==> src/rtl/tofpet_readout_scheduler.sv <==
// Round-robin drain of the TofPet event FIFOs into one framed output stream.
// Every grant emits a header word (channel, word count) followed by up to MAX_BURST data words.
module tofpet_readout_scheduler #(
    parameter int NCH       = 6,
    parameter int DW        = 32,
    parameter int UW        = 11,
    parameter int MAX_BURST = 256
) (
    input  logic              CK,
    input  logic              RESETb,
    input  logic              ENABLE,
    input  logic [NCH-1:0]    CH_MASK,
    input  logic [NCH*DW-1:0] FIFO_DATA,
    input  logic [NCH-1:0]    FIFO_EMPTY,
    input  logic [NCH*UW-1:0] FIFO_USED,
    output logic [NCH-1:0]    FIFO_READ,
    output logic [DW-1:0]     OUT_DATA,
    output logic              OUT_VALID,
    input  logic              OUT_READY,
    output logic              OUT_SOP,
    output logic              OUT_EOP,
    output logic              BUSY,
    output logic [31:0]       BURST_CNT
);

    localparam int CW = $clog2(MAX_BURST + 1);
    localparam logic [CW-1:0]  CNT_ONE  = CW'(1);
    localparam logic [CW-1:0]  CNT_MAX  = CW'(MAX_BURST);
    localparam logic [3:0]     RR_INIT  = 4'(NCH - 1);
    localparam logic [NCH-1:0] READ_ONE = NCH'(1);

    typedef enum logic [1:0] {
        S_IDLE = 2'd0,
        S_ARB  = 2'd1,
        S_HDR  = 2'd2,
        S_DATA = 2'd3
    } state_t;

    state_t          state_q, state_d;
    logic [3:0]      rr_q, rr_d;
    logic [3:0]      g_q, g_d;
    logic [CW-1:0]   cnt_q, cnt_d;
    logic [31:0]     burst_cnt_q, burst_cnt_d;

    logic [NCH-1:0]  eligible_s;
    logic            grant_found_s;
    logic [3:0]      grant_s;
    logic [UW-1:0]   grant_used_s;
    logic [CW-1:0]   grant_cnt_s;

    assign eligible_s = CH_MASK & ~FIFO_EMPTY;

    // Round-robin search: first eligible channel after the last one served.
    always_comb begin
        grant_found_s = 1'b0;
        grant_s       = 4'd0;
        for (int off = 1; off <= NCH; off++) begin
            if (!grant_found_s && eligible_s[(int'(rr_q) + off) % NCH]) begin
                grant_found_s = 1'b1;
                grant_s       = 4'((int'(rr_q) + off) % NCH);
            end
        end
    end

    // Burst length for the candidate grant; a zero count lagging the empty flag still means one word.
    always_comb begin
        grant_used_s = FIFO_USED[int'(grant_s) * UW +: UW];
        if (32'(grant_used_s) == 32'd0) begin
            grant_cnt_s = CNT_ONE;
        end else if (32'(grant_used_s) > 32'(MAX_BURST)) begin
            grant_cnt_s = CNT_MAX;
        end else begin
            grant_cnt_s = CW'(grant_used_s);
        end
    end

    // Next-state and output decode.
    always_comb begin
        state_d     = state_q;
        rr_d        = rr_q;
        g_d         = g_q;
        cnt_d       = cnt_q;
        burst_cnt_d = burst_cnt_q;
        OUT_VALID   = 1'b0;
        OUT_SOP     = 1'b0;
        OUT_EOP     = 1'b0;
        OUT_DATA    = '0;
        FIFO_READ   = '0;
        case (state_q)
            S_IDLE: begin
                if (ENABLE && (|eligible_s)) begin
                    state_d = S_ARB;
                end else begin
                    state_d = S_IDLE;
                end
            end
            S_ARB: begin
                if (grant_found_s) begin
                    g_d     = grant_s;
                    rr_d    = grant_s;
                    cnt_d   = grant_cnt_s;
                    state_d = S_HDR;
                end else begin
                    state_d = S_IDLE;
                end
            end
            S_HDR: begin
                OUT_VALID = 1'b1;
                OUT_SOP   = 1'b1;
                OUT_DATA  = DW'({4'hC, g_q, 8'h00, 16'(cnt_q)});
                if (OUT_READY) begin
                    state_d = S_DATA;
                end else begin
                    state_d = S_HDR;
                end
            end
            S_DATA: begin
                OUT_VALID = 1'b1;
                OUT_DATA  = FIFO_DATA[int'(g_q) * DW +: DW];
                OUT_EOP   = (cnt_q == CNT_ONE);
                // No empty check: the burst length never exceeds the occupancy seen at grant time.
                if (OUT_READY) begin
                    FIFO_READ = READ_ONE << g_q;
                    cnt_d     = cnt_q - CNT_ONE;
                    if (cnt_q == CNT_ONE) begin
                        burst_cnt_d = burst_cnt_q + 32'd1;
                        state_d     = S_IDLE;
                    end else begin
                        state_d = S_DATA;
                    end
                end else begin
                    state_d = S_DATA;
                end
            end
            default: begin
                state_d = S_IDLE;
            end
        endcase
    end

    // State registers with synchronous active-low reset.
    always_ff @(posedge CK) begin
        if (!RESETb) begin
            state_q     <= S_IDLE;
            rr_q        <= RR_INIT;
            g_q         <= 4'd0;
            cnt_q       <= '0;
            burst_cnt_q <= 32'd0;
        end else begin
            state_q     <= state_d;
            rr_q        <= rr_d;
            g_q         <= g_d;
            cnt_q       <= cnt_d;
            burst_cnt_q <= burst_cnt_d;
        end
    end

    assign BUSY      = (state_q != S_IDLE);
    assign BURST_CNT = burst_cnt_q;

endmodule

==> config.mk <==
export PLATFORM = sky130hd
export DESIGN_NAME = tofpet_readout_scheduler
export DESIGN_NICKNAME = d
export VERILOG_FILES = /design/src/rtl/tofpet_readout_scheduler.sv
export SDC_FILE = /design/constraint.sdc
export NUM_CORES = 1
export LEC_CHECK = 0
export CAP_MARGIN = 0
export CELL_PAD_IN_SITES_DETAIL_PLACEMENT = 1
export CELL_PAD_IN_SITES_GLOBAL_PLACEMENT = 2
export CORE_MARGIN = 5
export CORE_UTILIZATION = 20
export DETAILED_ROUTE_END_ITERATION = 8
export PLACE_DENSITY = 0.75
export SYNTH_ARGS = -nofsm -noshare
export SYNTH_HDL_FRONTEND = slang
export SYNTH_SLANG_ARGS = --single-unit
==> constraint.sdc <==
create_clock -name CK -period 5.5 [get_ports CK]
set_input_delay 0.825 -clock CK [delete_from_list [all_inputs] [get_ports CK]]
set_output_delay 0.825 -clock CK [all_outputs]
set_load 0.02 [all_outputs]
### Word level (Yosys, flattened, before mapping)

Cells that the tools add are included.

* latch bits: 0
* memories kept: 0
* input bits: 274
* output and inout port bits: 74
* bits in writable memories: 0
* register bits after elaboration: 51
* bits in read-only memories: 0

* $mul: 1
* order comparisons: 7
* bitwise logic cells: 2
* multiplexer cells: 47
* equal/unequal tests: 6
* divide/modulo/power cells: 6
* add/sub/neg operators: 8
* shift operators: 3
* reductions and logical operators: 20

Operators by type and width (count)
* $lt A32 B5 Y1 const B: 6
* $mod A32 B4 Y32 const B: 6
* $shiftx A192 B10 Y32: 1
* $shiftx A66 B9 Y11: 1
* $pmux W32 S2: 1
* $mux W9: 4
* $add A32 B1 Y32 const B: 1
* $mux W4: 6
* $mux W1: 23
* $bmux W1 S3: 6
* $pmux W9 S2: 1
* $add A4 B3 Y5 const B: 3
* $mux W6: 2
* $gt A11 B9 Y1 const B: 1
* $logic_not A11 Y1: 1
* $add A4 B2 Y5 const B: 2
* $eq A9 B1 Y1 const B: 1
* $sub A9 B1 Y9 const B: 1
* $mul A4 B4 Y8 const B: 1
* $pmux W2 S4: 1
* $and A6 B6 Y6: 1
* $logic_and A1 B1 Y1: 6
* $mux W2: 3
* $not A6 Y6: 1
* 12 further kinds: 20

### Longest topological paths before layout

* depth after elaboration: 28
* mapped depth: 23
* mapped depth without buffers: 19

### Worst setup path after synthesis

OpenSTA, ideal clock, no wires.

* path type: register -> register
* from: register rr_q[1]
* to: register cnt_q[8]
* cell stages (with the launch flop): 22
* data required time: 5.429 ns
* period minus slack after synthesis: 5.268 ns
* slack: 0.232 ns
* arrival: 5.198 ns
* cells stage by stage: dfxtp_1 -> clkbuf_1 -> inv_1 -> clkbuf_1 -> ha_1 -> a21oi_2 -> xnor2_1 -> nor2_1 -> ha_1 -> nor2b_1 -> o21ai_1 -> nand3_1 -> a222oi_1 -> a221o_1 -> and2_1 -> nand3_1 -> o32ai_2 -> and2b_4 -> a22o_1 -> o221a_2 -> or3_1 -> a21oi_1

* cells in the longest elaborated chain, start to end: 28
* elaborated cells on any way between the ends: 62

Ends and longest elaborated chain
* start: declaration: RTL line 40 `logic [3:0] rr_q, rr_d;`
* start signal: assignment: RTL line 151 `rr_q <= rr_d;`
* $add A4 B1 Y5: RTL line 58, 60
* $mod A32 B4 Y32: RTL line 58, 60
* $bmux W1 S3: RTL line 58 `if (!grant_found_s && eligible_s[(int'(rr_q) + off) % NCH]) begin`
* $mux W1 (not written as such) (2 in a row): RTL line 58
* $mux W1: RTL line 58
* $logic_not A1 Y1: RTL line 58
* $logic_and A1 B1 Y1: RTL line 58
* $mux W1: RTL line 58
* (+11 left out)
* $mux W4: RTL line 58
* $mul A4 B4 Y8: RTL line 67 `grant_used_s = FIFO_USED[int'(grant_s) * UW +: UW];`
* $shiftx A66 B9 Y11: RTL line 67
* $gt A11 B9 Y1: RTL line 70 `end else if (32'(grant_used_s) > 32'(MAX_BURST)) begin`
* $mux W9: RTL line 70
* $mux W9: RTL line 68 `if (32'(grant_used_s) == 32'd0) begin`
* $mux W9: RTL line 98 `if (grant_found_s) begin`
* $pmux W9 S2: RTL line 89 `case (state_q)`
* end signal: assignment: RTL line 153 `cnt_q <= cnt_d;`
* end: declaration: RTL line 42 `logic [CW-1:0] cnt_q, cnt_d;`

Several ways; a longest one is shown, not always the timed one. The select of a mux whose other input is x is not followed.
A chain may end at the register's enable or synchronous reset.

### Worst setup path after layout

* from: register rr_q[2]
* to: register cnt_q[7]

The elaborated chain is that of the path after synthesis.

==> results.py <==
metrics = {
    "yosys": {
        "syn_nets": 1215,
        "syn_area_per_cell_sq_um": 7.760,
        "ys_seq_area_share_pct": 13.91,
        "synth.distinct_cells": 92,
        "synth_cells": 909,
        "syn_area_sq_um": 7054,
        "synthFlopType": "dfxtp_1",
        "ys_warn_count": 0,
        "synth_seq_cells": 49,
        "synthArstFlopShare_pct": 0,
        "synth_edf_count": 0,
    },
    "global_route": {
        "grt_use_total_pct": 17.02,
        "grt_pass1_vias": 8825,
        "grt_pass1_wl_mm": 52.98,
        "grt_max_degree": 42,
        "grt_antenna_before_repair": 0,
        "gr-total-overflow": 0,
    },
    "final_layout": {
        "register_area_sq_um": 988.4,
        "most-common-layout-cells": "clkdlybuf4s50_1, nor2_1, nand2_1, o21ai_0, mux2i_1",
        "area_growth_pct": 60.64,
        "diodes": 0,
        "final_common_cell": "clkdlybuf4s50_1",
        "fillerInstances": 4223,
        "instances_no_fill": 1694,
        "nets": 1544,
        "layout-drive-gt1-share_pct": 10.57,
        "multi_input_area_sq_um": 5788,
    },
    "timing": {
        "tightestPinTransition_ps": 971.4,
        "setup_viol": 0,
        "hold_viol_final": 0,
        "setup_tns_ps": 0,
        "rsz0062_at_grt": "no",
        "slew_viol_final": 0,
        "finalClockSkew_ps": 11.87,
        "period_minus_slack_ps": 5165,
        "fmax_ghz": 0.1936,
        "final.period_utilization_pct": 93.91,
        "max-slew-margin-rel_pct": 35.04,
    },
    "cts": {
        "cts_root_buf": "clkbuf_16",
        "postCtsHoldBufs": 0,
        "cts_sinks": 49,
        "clk_latency_ps": 310,
        "path_clk_slew_ps": 80,
        "cts_buffers": 5,
        "h-tree-depth": 2,
        "tritoncts": "yes",
        "clk_path_buf_depth": 2,
    },
    "worst_setup_path": {
        "worst-path-buf-inv": 2,
        "cp_slowest_cell": "dfxtp_1",
        "end_kind": "flop",
        "crit_path_start_kind": "flop",
        "cpLargestDelayFamily": "compound AO/OA/AOI/OAI gates",
        "slowest_delay_ps": 460,
        "crit_chain": "inv_2 -> ha_1 -> a21oi_4 -> xnor3_1 -> nand2_1 -> nand2_1 -> ha_1 -> nor3_1 -> mux2i_2 -> and4_1 -> a211o_1 -> a211oi_1 -> o211ai_1 -> buf_4 -> and3_4 -> o311a_1 -> a221oi_2 -> o221ai_2 -> or3_1 -> a31oi_1",
        "worstSetupPathType": "reg2reg",
        "cp.required_ps": 5730,
        "worst-endpoint-arrival_ps": 5400,
        "critPathMaxFanout": 16,
    },
    "route": {
        "ant_nets": 0,
        "via_per_inst": 4.968,
        "vias": 8416,
        "wire_per_inst_um": 21.12,
        "detail_route.drc_violations": 0,
        "drtIter0Drc": 311,
        "drt-total-wl_mm": 35.79,
        "first_pass_iters": 4,
    },
    "placement": {
        "place_inst": 1684,
        "post-dp-hpwl_mm": 29.59,
        "portBuffers": 347,
        "gp_congestion": 0.8811,
    },
    "die": {
        "core_sq_um": 34710,
        "initial_utilization_pct": 20.32,
        "io_pins": 348,
        "fp.dieW_um": 197.8,
        "std_cell_rows": 68,
        "fp.dieH_um": 197.8,
        "dieArea_sq_um": 39130,
    },
    "pwr": {
        "p_per_area_nw_per_um2": 732.2,
        "p_leak_nw": 4.044,
        "ir_drop_mv": 0.5760,
    },
    "worst_hold_path": {
        "hp-class": "reg2reg",
    },
    "run": {
        "maxCapViolations": 0,
    },
    "status": {
        "status": "finished clean",
    },
}
==> what timing repair did <==
action | in CTS | in global routing
resized for setup | 0 | 16
endpoints found under the setup margin | 0 | 10
setup buffers | 0 | 2
==> synthesized netlist by cell type (9+ instances only) <==
master | instances | share of area (%)
a31oi_1 | 9 | 0.80
mux2i_1 | 59 | 8.4
and2_1 | 9 | 0.80
xor2_1 | 23 | 2.9
clkbuf_1 | 35 | 1.9
inv_1 | 24 | 1.3
mux4_2 | 34 | 11
nand3_1 | 37 | 2.6
a21oi_1 | 59 | 4.2
a211oi_1 | 10 | 1.1
dfxtp_1 | 49 | 14
nor3_1 | 17 | 1.2
ha_1 | 32 | 5.7
nor2_1 | 130 | 6.9
xnor2_1 | 18 | 2.2
and3_1 | 11 | 0.98
nor2b_1 | 13 | 1.2
nand2_1 | 66 | 3.5
o21ai_0 | 60 | 4.3
nand4_1 | 12 | 1.1
==> stage by stage <==
step / power [mW] / hold WS (ps) / setup slack, ps / utilization (%) / area [sq um]
after floorplan: 5.842 / 467.0 / 231.6 / - / 7054
after global placement: 7.732 / 459.1 / 182.3 / 31.93 / 11080
after detailed placement: 7.824 / 473.3 / 50.37 / 31.93 / 11080
after CTS: 8.219 / 486.7 / 5.925 / 32.36 / 11230
after global routing: 8.984 / 513.1 / 5.829 / 32.64 / 11330
final: 8.297 / 482.5 / 335.0 / 32.64 / 11330
==> flip-flops by register name, summed over array words and instances (netlist names) <==
name	cells
BURST_CNT	32
g_q	2
state_q	2
cnt_q	9
rr_q	4
==> tightest hold or removal path: stages, from the launching register on <==
cell	delay [ps]
dfxtp_1	320
nand2_1	60
o21ai_0	60
==> cell families after synthesis <==
group / share of synthesized area (%)
fa+ha+maj: 5.835
simple gates: 23.87
xor+xnor: 5.960
flops: 13.91
mux: 20.89
buf+inv: 5.126
compound gates: 24.41
==> path summary, 6_finish.rpt <==
kind	end	cells after the start	slack [ps]	start
max	cnt_q[7]$_SDFFE_PN0P_	20	330	rr_q[2]$_SDFFE_PN1P_
min	BURST_CNT[31]$_SDFFE_PN0P_	2	480	BURST_CNT[31]$_SDFFE_PN0P_
max reg2reg	cnt_q[7]$_SDFFE_PN0P_	20	330	rr_q[2]$_SDFFE_PN1P_
min reg2reg	BURST_CNT[31]$_SDFFE_PN0P_	2	480	BURST_CNT[31]$_SDFFE_PN0P_
==> cell type report <==
class,count,area share (%)
clock inverter,3,0.2319
clock buffer,5,1.104
sequential,49,8.723
tap,455,5.024
multi-input combinational,774,51.08
inverter,30,0.9937
timing repair buffer,378,32.85
==> power by group <==
part           internal [mW]  total [mW]  switching (mW)
Sequential             0.406       0.555           0.150
Combinational           3.17        7.39            4.22
Clock                  0.175       0.348           0.173
==> metal layers <==
metal  wire length, um  share of wire (%)  track usage, %  vias up
met4               713                2.0           3.596        0
met2             17070                 48           29.22      289
li1                  -                  -               -     4059
met3              2556                7.1           3.965       31
met1             15440                 43           21.84     4037
met5                 0                  0               0        -
Note: power is estimated with default switching activity, not from simulation.
